<file path="src/rtl/expr_pipe_alu_if.sv">
// Request/result bundle for expr_pipe_alu: operands and control in, elastic result out.
interface expr_pipe_alu_if #(
  parameter int unsigned WIDTH = 6
);
  logic             in_valid;
  logic             in_ready;
  logic [2:0]       op;
  logic             a_signed;
  logic             b_signed;
  logic [WIDTH-1:0] a;
  logic [WIDTH-1:0] b;
  logic             acc_clr;
  logic             out_valid;
  logic             out_ready;
  logic [WIDTH-1:0] y;
  logic             flag;
  logic             busy;

  modport master (
    output in_valid, op, a_signed, b_signed, a, b, acc_clr, out_ready,
    input  in_ready, out_valid, y, flag, busy
  );

  modport slave (
    input  in_valid, op, a_signed, b_signed, a, b, acc_clr, out_ready,
    output in_ready, out_valid, y, flag, busy
  );
endinterface

</file>
<file path="src/rtl/expr_pipe_alu.sv">
// Eight-op mixed-signedness ALU with optional accumulator, followed by a
// STAGES-deep elastic valid/ready result pipeline.
module expr_pipe_alu #(
  parameter int unsigned WIDTH  = 6,
  parameter int unsigned STAGES = 2,
  parameter int unsigned ACC_EN = 1
) (
  input  logic            clk,
  input  logic            reset,
  expr_pipe_alu_if.slave  bus
);

  localparam int unsigned W  = WIDTH;
  localparam int unsigned PW = 2 * WIDTH;

  typedef struct packed {
    logic         flag;
    logic [W-1:0] y;
  } res_t;

  logic          sc;
  logic          lt;
  logic [W:0]    add_s;
  logic [W:0]    sub_d;
  logic [W:0]    acc_s;
  logic [PW-1:0] ea;
  logic [PW-1:0] eb;
  logic [PW-1:0] prod;
  logic [W-1:0]  acc_q;
  logic [W-1:0]  acc_base;
  logic          accept;
  res_t          res_c;

  logic [STAGES-1:0] v;
  logic [STAGES-1:0] adv;
  res_t              st [STAGES];

  // Result of the presented transaction; signed only when both operands are signed
  always_comb begin
    sc       = bus.a_signed && bus.b_signed;
    add_s    = {1'b0, bus.a} + {1'b0, bus.b};
    sub_d    = {1'b0, bus.a} - {1'b0, bus.b};
    ea       = sc ? {{W{bus.a[W-1]}}, bus.a} : {{W{1'b0}}, bus.a};
    eb       = sc ? {{W{bus.b[W-1]}}, bus.b} : {{W{1'b0}}, bus.b};
    prod     = ea * eb;
    lt       = sc ? ($signed(bus.a) < $signed(bus.b)) : (bus.a < bus.b);
    acc_base = bus.acc_clr ? '0 : acc_q;
    acc_s    = {1'b0, acc_base} + {1'b0, bus.a};
    res_c    = '0;
    case (bus.op)
      3'd0: begin
        res_c.y    = add_s[W-1:0];
        res_c.flag = sc ? ((bus.a[W-1] == bus.b[W-1]) && (add_s[W-1] != bus.a[W-1]))
                        : add_s[W];
      end
      3'd1: begin
        res_c.y    = sub_d[W-1:0];
        res_c.flag = sc ? ((bus.a[W-1] != bus.b[W-1]) && (sub_d[W-1] != bus.a[W-1]))
                        : sub_d[W];
      end
      3'd2: begin
        res_c.y    = prod[W-1:0];
        res_c.flag = sc ? (prod[PW-1:W] != {W{prod[W-1]}}) : (|prod[PW-1:W]);
      end
      3'd3: res_c.y = (32'(bus.b) >= W) ? '0 : (bus.a << bus.b);
      3'd4: begin
        if (32'(bus.b) >= W)
          res_c.y = bus.a_signed ? {W{bus.a[W-1]}} : '0;
        else if (bus.a_signed)
          res_c.y = W'($signed(bus.a) >>> bus.b);
        else
          res_c.y = bus.a >> bus.b;
      end
      3'd5: res_c.y = W'(lt);
      3'd6: res_c.y = W'(^{bus.a, bus.b});
      default: begin
        if (ACC_EN != 0) begin
          res_c.y    = acc_s[W-1:0];
          res_c.flag = bus.a_signed
                     ? ((acc_base[W-1] == bus.a[W-1]) && (acc_s[W-1] != bus.a[W-1]))
                     : acc_s[W];
        end
      end
    endcase
  end

  // A stage can take new data unless it and every stage after it are full and stalled
  for (genvar k = 0; k < STAGES; k++) begin : g_adv
    assign adv[k] = !(&v[STAGES-1:k]) || bus.out_ready;
  end

  assign bus.in_ready = !reset && adv[0];
  assign accept       = bus.in_valid && bus.in_ready;

  always_ff @(posedge clk or posedge reset) begin
    if (reset) begin
      v <= '0;
      for (int k = 0; k < STAGES; k++) st[k] <= '0;
    end else begin
      if (adv[0]) begin
        v[0] <= accept;
        if (accept) st[0] <= res_c;
      end
      for (int k = 1; k < STAGES; k++) begin
        if (adv[k]) begin
          v[k] <= v[k-1];
          if (v[k-1]) st[k] <= st[k-1];
        end
      end
    end
  end

  if (ACC_EN != 0) begin : g_acc
    // An acc_clr without an accepted op 7 still zeroes the accumulator
    always_ff @(posedge clk or posedge reset) begin
      if (reset)
        acc_q <= '0;
      else if (accept && (bus.op == 3'd7))
        acc_q <= acc_s[W-1:0];
      else if (bus.acc_clr)
        acc_q <= '0;
    end
  end else begin : g_no_acc
    assign acc_q = '0;
  end

  assign bus.out_valid = v[STAGES-1];
  assign bus.y         = st[STAGES-1].y;
  assign bus.flag      = st[STAGES-1].flag;
  assign bus.busy      = |v;

endmodule

</file>
<file path="src/flat_wrapper.sv">
// flat-port wrapper written by rule: the top's interface ports become plain ports
module expr_pipe_alu_flat 
#(
  parameter int unsigned WIDTH  = 6,
  parameter int unsigned STAGES = 2,
  parameter int unsigned ACC_EN = 1
)
  (clk, reset, bus_in_valid, bus_op, bus_a_signed, bus_b_signed, bus_a, bus_b, bus_acc_clr, bus_out_ready, bus_in_ready, bus_out_valid, bus_y, bus_flag, bus_busy);
  expr_pipe_alu_if #(.WIDTH(WIDTH)) bus_i ();
  input  logic clk;
  input  logic reset;
  input wire logic [$bits(bus_i.in_valid)-1:0] bus_in_valid;
  input wire logic [$bits(bus_i.op)-1:0] bus_op;
  input wire logic [$bits(bus_i.a_signed)-1:0] bus_a_signed;
  input wire logic [$bits(bus_i.b_signed)-1:0] bus_b_signed;
  input wire logic [$bits(bus_i.a)-1:0] bus_a;
  input wire logic [$bits(bus_i.b)-1:0] bus_b;
  input wire logic [$bits(bus_i.acc_clr)-1:0] bus_acc_clr;
  input wire logic [$bits(bus_i.out_ready)-1:0] bus_out_ready;
  output wire logic [$bits(bus_i.in_ready)-1:0] bus_in_ready;
  output wire logic [$bits(bus_i.out_valid)-1:0] bus_out_valid;
  output wire logic [$bits(bus_i.y)-1:0] bus_y;
  output wire logic [$bits(bus_i.flag)-1:0] bus_flag;
  output wire logic [$bits(bus_i.busy)-1:0] bus_busy;
  assign bus_i.in_valid = bus_in_valid;
  assign bus_i.op = bus_op;
  assign bus_i.a_signed = bus_a_signed;
  assign bus_i.b_signed = bus_b_signed;
  assign bus_i.a = bus_a;
  assign bus_i.b = bus_b;
  assign bus_i.acc_clr = bus_acc_clr;
  assign bus_i.out_ready = bus_out_ready;
  assign bus_in_ready = bus_i.in_ready;
  assign bus_out_valid = bus_i.out_valid;
  assign bus_y = bus_i.y;
  assign bus_flag = bus_i.flag;
  assign bus_busy = bus_i.busy;
  expr_pipe_alu #(.WIDTH(WIDTH), .STAGES(STAGES), .ACC_EN(ACC_EN)) u_core (.clk(clk), .reset(reset), .bus(bus_i));
endmodule
</file>
<file path="config.mk">
export PLATFORM = sky130hd
export DESIGN_NAME = expr_pipe_alu_flat
export DESIGN_NICKNAME = d
export VERILOG_FILES = /design/src/rtl/expr_pipe_alu_if.sv /design/src/rtl/expr_pipe_alu.sv /design/src/flat_wrapper.sv
export SDC_FILE = /design/constraint.sdc
export NUM_CORES = 1
export LEC_CHECK = 0
export CAP_MARGIN = 0
export CORE_UTILIZATION = 30
export CTS_BUF_LIST = sky130_fd_sc_hd__clkbuf_4 sky130_fd_sc_hd__clkbuf_8
export CTS_CLUSTER_SIZE = 8
export DETAILED_ROUTE_END_ITERATION = 12
export PLACE_DENSITY = 0.57
export SETUP_SLACK_MARGIN = 0.4
export SLEW_MARGIN = 15
export SYNTH_ARGS = -nofsm -noshare
export SYNTH_HDL_FRONTEND = slang
export SYNTH_SLANG_ARGS = --single-unit
</file>
<file path="constraint.sdc">
create_clock -name clk -period 5 [get_ports clk]
set_input_delay 1 -clock clk [delete_from_list [all_inputs] [get_ports clk]]
set_output_delay 1 -clock clk [all_outputs]
set_load 0.02 [all_outputs]
</file>
==> results of run 1 <==
-- metrics by stage --
| step | total power, µW | setup slack, ns | setup TNS [ns] |
|---|---|---|---|
| 6_report | 1480 | -0.519 | -0.519 |
| 5_1_grt | 1610 | -0.663 | -0.663 |
| 4_1_cts | 1450 | -0.594 | -0.594 |
| 3_5_place_dp | 1270 | -1.44 | -1.85 |
| 3_3_place_gp | 1250 | -1.34 | -1.68 |
| 2_1_floorplan | 926 | -0.618 | -0.618 |
-- sequential cells by signal (all words and copies together), names as in the netlist --
name / count
u_core.acc_q: 6
u_core.bus.flag: 1
u_core.bus.y: 6
u_core.st: 7
u_core.v: 2
-- what timing repair did --
action,in CTS,in global routing
setup buffers,5,1
endpoints found under the hold margin,0,0
resized for setup,78,19
pin swaps,18,14
cloned,0,0
endpoints found under the setup margin,2,2
-- Yosys cell counts, types with 9 or more instances --
library cell,number,area [µm²]
clkbuf_1,19,71.3
nor2_1,29,109
fa_1,39,781
nand2_1,65,244
dfrtp_1,22,551
inv_1,70,263
mux2_2,10,113
a21oi_1,22,110
o21ai_0,22,110
and2_1,9,56.3
ha_1,48,601
nor3_1,14,70.1
nor2b_1,11,68.8
nand3_1,10,50.1
xnor2_1,26,228
-- power groups by stage --
| stage | clock network (µW) | registers, µW | logic (µW) |
|---|---|---|---|
| floorplan | 0 | 228 | 698 |
| global placement | 0 | 228 | 1020 |
| detailed placement | 0 | 229 | 1050 |
| CTS | 138 | 226 | 1080 |
| global route | 143 | 230 | 1240 |
| finish | 135 | 226 | 1120 |
-- critical path, delay by kind of cell --
kind	cells	cell delay, ns
compound gates	3	0.70
fa+ha+maj	5	2.28
buf+inv	3	0.37
simple gates	5	1.05
mux	1	0.27
-- layer usage --
layer	global-route usage, %	vias up	part of all wire, %
li1	-	2057	-
met1	24.0	2039	47
met2	26.9	104	46
met3	3.16	18	4.3
met4	4.39	0	2.4
met5	0	-	0
-- path summary, 6_finish.rpt --
path                                        end  slack [ns]             from  cells past startpoint
worst min-delay path              u_core.st[12]        0.48    u_core.st[12]                      2
min in group asynchronous           u_core.v[1]        1.06            reset                      3
max in group asynchronous       u_core.bus.y[4]        3.70            reset                      3
worst max-delay path              u_core.st[13]       -0.52     bus_a_signed                     17
worst max register to register    u_core.st[12]        2.61  u_core.acc_q[1]                     10
worst min register to register    u_core.st[12]        0.48    u_core.st[12]                      2
-- area by class of cell --
cell class | instances | area [µm²]
Clock buffer | 4 | 55.1
Fill cell | 1488 | 8760
Inverter | 71 | 269
Multi-Input combinational cell | 425 | 3720
Sequential cell | 22 | 551
Tap cell | 184 | 230
Timing Repair Buffer | 114 | 946
-- cells by family (layout without fill, tap and decap cells) --
family / after synthesis / after routing / synth area share, %
and+or+nand+nor: 168 / 168 / 18.1
muxes: 16 / 16 / 3.97
DFF: 22 / 22 / 12.3
xor gates and xnor gates: 35 / 35 / 7.16
AOI/OAI and AO/OA: 119 / 119 / 18.3
adders and majority gates: 87 / 87 / 30.9
buffers and inverters: 102 / 189 / 9.31
==> flow_metrics.tcl, run 1 <==
set metrics [dict create \
    most-common-layout-cells "75 x buf_4, 64 x nand2_1, 63 x inv_1, 41 x ha_1, 35 x fa_1" \
    max-slew-margin-rel_pct 59.5 \
    intPower_uw 841 \
    drive_above_1_share_pct 24.8 \
    p_sw_share_pct 43.2 \
    drcViolationCount 0 \
    viasPerCell 5.14 \
    violations "negative setup slack" \
    worst_path_max_delay_cell "fa_2" \
    grt_pass1_wl_um 20700 \
    insertion_delay_ns 0.28 \
    initial_core_util_pct 30.8 \
    grt_setup_unrepaired "yes" \
    drv_cap 0 \
    status "finished with violations" \
    die_area_mm2 0.0154 \
    crit_top_cell "fa_1" \
    clock_skew_ns 0.00559 \
    setup_violations 1 \
    syn_area_per_cell_um2 8.15 \
    initialDrtViolationCount 245 \
    power_frac_clock_pct 9.1 \
    synth_cells 549 \
    grt_pass1_vias 4263 \
    postLayoutCellArea_mm2 0.00577 \
    min_period_ns 5.52 \
    pwr-share-comb_pct 75.7 \
    power_leakage_uw 0.00265 \
    path_max_fanout 4 \
    arrival_ns 5.67 \
    synthArstFlopShare_pct 100 \
    drtPass1Iterations 7 \
    grt_max_degree 24 \
    synth.distinct_cells 68 \
    htreeDepth 1 \
    cts_buffers 3 \
    dpl_cell_area_mm2 0.00550 \
    place.gp.congestion 0.904 \
    die_y_um 124 \
    layout_commonest_cell "buf_4" \
    fmaxAchievable_ghz 0.181 \
    clock_sinks 22 \
    route.detailed.wl_per_inst_um 15.7 \
    ys_warn_count 0 \
    cts_root_buf "clkbuf_8" \
    cts_tree "yes" \
    port_buffers 31 \
    hold_violations 0 \
    die_width_um 124 \
    drt_wl_total_um 12900 \
    yosysSeqAreaShare_pct 12.3 \
    final_cells 820 \
    tightest_slew_ns 0.603 \
    clk_pin_slew_worst_paths_ns 0.09 \
    synth-seq-cells 22 \
    io_pins 32 \
    cpPeakStageDelay_ns 0.60 \
    switchingPower_uw 640 \
    ys.flop_type "dfrtp_1" \
    syn_nets 658 \
    critPathLaunchType "input pin" \
    n_antenna_cell 0 \
    ir_drop_mv 0.125 \
    clock_path_buffers 2 \
    area_delta_synth_final_pct 29.0 \
    core-area_mm2 0.0145 \
    fin_util_pct 39.7 \
    antenna_found_initial 0 \
    fin_ws_ns -0.519 \
    worstPathRequired_ns 5.15 \
    endpoint_kind "register" \
    hold_buffers 0 \
    seqPwrFrac_pct 15.2 \
    grtUsageTotal_pct 17.1 \
    min_period_over_period_pct 110 \
    whs_ns 0.479 \
    dp_hpwl_um 10600 \
    power_density_mw_per_mm2 257 \
    slew_violations 0 \
    synth_edf_count 0 \
    route.vias.total 4218 \
    nets 746 \
    hp-class "register to register" \
    path_class "input pin to register" \
    gr-total-overflow 0 \
    crit_chain "clkdlybuf4s15_2, and3_4, buf_4, nand2_1, fa_2, fa_1, fa_1, fa_1, inv_2, ha_4, and3_4, a221o_1, or4b_1, a31o_1, mux2_4, o221ai_4, nand4_1" \
    drtAntennaViolNets 0 \
    row_count 44 \
    placedCellCount 810 \
    syn_area_mm2 0.00448 \
]
No activity file was read; power rests on OpenSTA's default activity.
==> run 2: changes to the inputs <==
- CORE_MARGIN: unset -> 5
- clock period: 5 -> 6.1 ns (I/O delays scaled with it)
==> run 2 against run 1 <==
Net effect: the run now ends clean; first-iteration DRC count grew 59%; clock power shrank 24%; cell area shrank 1.3%; non-clock buffer count shrank 1; global-route usage shrank 2.1 points; sequential power shrank 18%; largest cell class unchanged; highest routed layer unchanged.
==> flow_metrics.tcl, run 2 (synthesis results as in run 1) <==
set metrics [dict create \
    status "complete, no violations" \
    cts_buffers 3 \
    drtPass1Iterations 5 \
    viasPerCell 5.13 \
    grt_pass1_wl_um 22000 \
    cts_root_buf "clkbuf_8" \
    hold_violations 0 \
    cp_top_family "adder cells" \
    insertion_delay_ns 0.26 \
    p_sw_share_pct 43.1 \
    path_max_fanout 5 \
    hp-start "u_core.st[8]" \
    pwr-share-comb_pct 75.3 \
    drive_above_1_share_pct 23.3 \
    grt_pass1_vias 4355 \
    gr-total-overflow 0 \
    drt_wl_total_um 13100 \
    largest_reg_flops 7 \
    layout_commonest_cell "buf_4" \
    cpPeakStageDelay_ns 0.56 \
    nFillCells 1483 \
    tightest_slew_ns 0.692 \
    grtUsageTotal_pct 15.1 \
    regMostFlops "u_core.st" \
    r2r-start "u_core.acc_q[0]" \
    worst_path_max_delay_cell "fa_1" \
    clock_skew_ns 0.00293 \
    path_class "input pin to register" \
    area_delta_synth_final_pct 27.2 \
    clock_path_buffers 2 \
    clk_pin_slew_worst_paths_ns 0.08 \
    dp_hpwl_um 11200 \
    placedCellCount 807 \
    n_antenna_cell 0 \
    intPower_uw 662 \
    hold_path_depth 2 \
    fin_util_pct 39.0 \
    route.vias.total 4202 \
    worstRegToRegCells 9 \
    port_buffers 31 \
    min_period_ns 5.78 \
    final_cells 819 \
    setup_violations 0 \
    clock_sinks 22 \
    cp.depth 19 \
    most-common-layout-cells "77 x buf_4, 64 x nand2_1, 62 x inv_1, 41 x ha_1, 38 x fa_1" \
    crit_buf_inv 5 \
    drtAntennaViolNets 0 \
    htreeDepth 1 \
    seqPwrFrac_pct 15.9 \
    place.gp.congestion 0.920 \
    seq_area_um2 551 \
    io_pins 32 \
    fin_ws_ns 0.324 \
    core-area_mm2 0.0146 \
    ir_drop_mv 0.0824 \
    initialDrtViolationCount 389 \
    die_width_um 132 \
    max-slew-margin-rel_pct 53.7 \
    arrival_ns 5.89 \
    grt_max_degree 24 \
    die_y_um 132 \
    switchingPower_uw 500 \
    cts_tree "yes" \
    row_count 44 \
    dp_slack_ns -0.446 \
    drcViolationCount 0 \
    antenna_found_initial 0 \
    crit_chain "buf_8, and2_4, fa_1, inv_2, fa_1, inv_2, ha_4, inv_2, fa_1, fa_1, inv_2, ha_4, and3_4, a221o_1, or4b_1, a31o_1, mux2_4, o221ai_2, nand4_1" \
    power_density_mw_per_mm2 204 \
    die_area_mm2 0.0175 \
    tns_ns 0 \
    slew_violations 0 \
    critPathLaunchType "input pin" \
    hp-class "register to register" \
    power_frac_clock_pct 8.9 \
    drv_cap 0 \
    min_period_over_period_pct 94.7 \
    route.detailed.wl_per_inst_um 15.9 \
    fmaxAchievable_ghz 0.173 \
    endpoint_kind "register" \
    critPathLaunch "bus_a[3]" \
    worstPathRequired_ns 6.21 \
    grt_setup_unrepaired "yes" \
    hold_buffers 0 \
    multi_input_area_mm2 0.00366 \
    power_leakage_uw 0.00264 \
    initial_core_util_pct 30.7 \
    total_power_uw 1160 \
    nets 745 \
]
## run 2: worst reg2reg max path, stage by stage, from the launching register on
cell	delay, ns
dfrtp_1	0.32
nor2b_1	0.18
ha_1	0.23
inv_1	0.07
fa_1	0.41
xor2_1	0.27
o21ai_0	0.12
a22o_1	0.24
a221oi_1	0.29
o21ai_0	0.12
## run 2: path summary, 6_finish.rpt
kind | to | slack (ns)
setup reg to reg | u_core.st[9] | 3.72
hold / removal | u_core.st[8] | 0.48
min in group asynchronous | u_core.bus.y[5] | 1.29
setup / recovery | u_core.st[13] | 0.32
max in group asynchronous | u_core.st[12] | 4.58
hold reg to reg | u_core.st[8] | 0.48
## run 2: metal layers
layer / global-route usage (%) / share of wire [%] / up-vias
li1: - / - / 2056
met1: 20.6 / 44 / 2015
met2: 25.7 / 49 / 111
met3: 1.41 / 4.6 / 20
met4: 3.71 / 2.3 / 0
met5: 0 / 0 / -
## run 2: cell type report
type	count	area share (%)
multi-input combinational	425	64.2
timing repair buffer	113	16.3
sequential	22	9.67
inverter	71	4.72
tap	184	4.04
clock buffer	4	0.967
## run 2: power groups by stage
stage	clock network, µW	registers, µW	logic [µW]
6_report	103	185	874
5_1_grt	112	188	978
4_1_cts	105	186	861
3_5_place_dp	0	189	845
3_3_place_gp	0	188	828
2_1_floorplan	0	187	572
## run 2: metrics by stage
step	area [µm²]	hold slack (ns)
final	5690	0.475
after global routing	5690	0.508
after CTS	5580	0.484
after detailed placement	5480	0.466
after global placement	5480	0.461
after floorplan	4590	0.445
## run 2: timing repair
item	in CTS	in global routing
endpoints found under the setup margin	1	1
setup buffers	5	3
pin swaps	13	17
cloned	0	0
gates resized for setup	44	40
==> edit: new RTL, flow settings as in run 1 <==
`ACC_EN` is set to 1 in 2 places; all go to 0.
--- a/src/rtl/expr_pipe_alu.sv
+++ b/src/rtl/expr_pipe_alu.sv
@@ -4,5 +4,5 @@
   parameter int unsigned WIDTH  = 6,
   parameter int unsigned STAGES = 2,
-  parameter int unsigned ACC_EN = 1
+  parameter int unsigned ACC_EN = 0
 ) (
   input  logic            clk,
--- a/src/flat_wrapper.sv
+++ b/src/flat_wrapper.sv
@@ -4,5 +4,5 @@
   parameter int unsigned WIDTH  = 6,
   parameter int unsigned STAGES = 2,
-  parameter int unsigned ACC_EN = 1
+  parameter int unsigned ACC_EN = 0
 )
   (clk, reset, bus_in_valid, bus_op, bus_a_signed, bus_b_signed, bus_a, bus_b, bus_acc_clr, bus_out_ready, bus_in_ready, bus_out_valid, bus_y, bus_flag, bus_busy);
Function: changed (Yosys sat finds a counterexample within 4 cycles, from zero or initial values and one cycle with reset high).
==> edit against run 1 <==
The flow still finishes with violations (negative setup slack); power decreased by 18%; sequential cell count down 6; highest routed layer unchanged; final area is 11% lower; die area decreased by 11%; synthesized cell count fell by 13%; global-route usage down 0.086 points; clock skew shrank 0.0050 ns; register-to-register slack better by 0.65 ns; area after synthesis shrank 11%; setup slack better by 0.43 ns; routed wire length decreased by 14%; critical endpoint unchanged.
==> edit: results (changes against run 1) <==
INFO  yosys          yosys-mux-area-fraction=0.0533 [was 0.0397]
INFO  place          gp_routability_congestion=0.920 [was 0.904]
INFO  global_routing gr-usage-met3=0.0170 [was 0.0316]
INFO  sta            maxSlewHeadroom=0.494 [was 0.595]
INFO  sta            final.setup.worst_slack=-0.0860ns [was -0.519 ns]
INFO  sta            total_setup_violations_reported_at_the_end_of_the_flow=1 [unchanged]
INFO  worst_setup_path arrival=5.20ns [was 5.67 ns]
INFO  sta            setup_tns=-0.0860ns [was -0.519 ns]
INFO  yosys          post_syn_nets=579 [was 658]
INFO  place          dpl.cell_count=707 [was 810]
INFO  global_routing grt_util_all_layers=0.171 [about the same]
INFO  global_routing grt_use_met1=0.237 [was 0.240]
INFO  worst_setup_path critical_path_launch_point=bus_a[3] [was bus_a_signed]
INFO  finish         finish.net_count=653 [was 746]
INFO  place          place_hpwl=9110um [was 10600 um]
INFO  detailed_routing route.detailed.wl_per_inst=15.4um [was 15.7 um]
INFO  worst_setup_path setup.reg_to_reg.worst_slack=3.26ns [was 2.61 ns]
INFO  worst_setup_path source_of_the_worst_register_to_register_timing_path=u_core.v[1] [was u_core.acc_q[1]]
INFO  detailed_routing initialDrtViolationCount=211 [was 245]
INFO  yosys          yosys.area_share.xor_xnor=0.0672 [was 0.0716]
INFO  yosys          yosys.area_share.adder=0.324 [was 0.309]
INFO  place          buffer_ports.inserted=30 [was 31]
INFO  worst_setup_path crit_path_top_delay_cell=sky130_fd_sc_hd__fa_1 [was sky130_fd_sc_hd__fa_2]
INFO  status         failing_checks=negative setup slack [unchanged]
INFO  power          leakagePower=2.33nW [was 2.65 nW]
INFO  yosys          yosysSeqAreaShare=0.101 [was 0.123]
INFO  status         status=finished with violations [unchanged]
INFO  worst_setup_path worst_r2r_endpoint=u_core.st[7] [was u_core.st[12]]
## edit: cell types whose count changed after synthesis, sizes merged, moves of 6 or more
cell / change
a211oi: -6
a21oi: +6
buf: +9
clkbuf: -9
dfrtp: -6
ha: -6
inv: -7
nand2: -19
nor3: -6
o21ai: -12
## edit: kinds of logic (layout without fill, tap and decap cells)
group                      Yosys count  count (layout)
and+or+nand+nor                    139             139
buffers and inverters               97             169
DFF                                 16              16
adders and majority gates           80              80
muxes                               18              18
AOI/OAI and AO/OA                   99              99
xor gates and xnor gates            28              28
## edit: timing repair
action	CTS	global route
buffers inserted	3	8
endpoints found under the setup margin	2	2
pin swaps	20	17
hold endpoints to repair	0	0
resized for setup	85	44
hold buffers	0	0
## edit: worst min path at each step
stage	from	to	slack, ns	depth (start not counted)
CTS	u_core.v[0]	u_core.v[1]	0.51	1
global placement	u_core.st[11]	u_core.st[11]	0.48	1
global route	u_core.st[12]	u_core.st[12]	0.52	1
floorplan	u_core.st[10]	u_core.st[10]	0.47	1
detailed placement	u_core.v[0]	u_core.v[1]	0.49	1
finish	u_core.bus.y[5]	u_core.bus.y[5]	0.50	1
## edit: area by class of cell
class                           instances  area (um^2)
Fill cell                            1275         7610
Clock buffer                            3         41.3
Multi-Input combinational cell        364         3380
Sequential cell                        16          400
Inverter                               66          255
Timing Repair Buffer                  100          866
Tap cell                              172          215
## edit: power by group
group	internal [mW]	switching, mW	total (mW)
registers	0.158	0.0144	0.172
clock network	0.0532	0.0382	0.0914
logic	0.477	0.469	0.946
## edit: layer usage
| metal | vias to the layer above | wire, um |
|---|---|---|
| met5 | - | 0 |
| met4 | 0 | 70 |
| met3 | 8 | 506 |
| met2 | 94 | 5390 |
| met1 | 1743 | 5170 |
| li1 | 1766 | - |
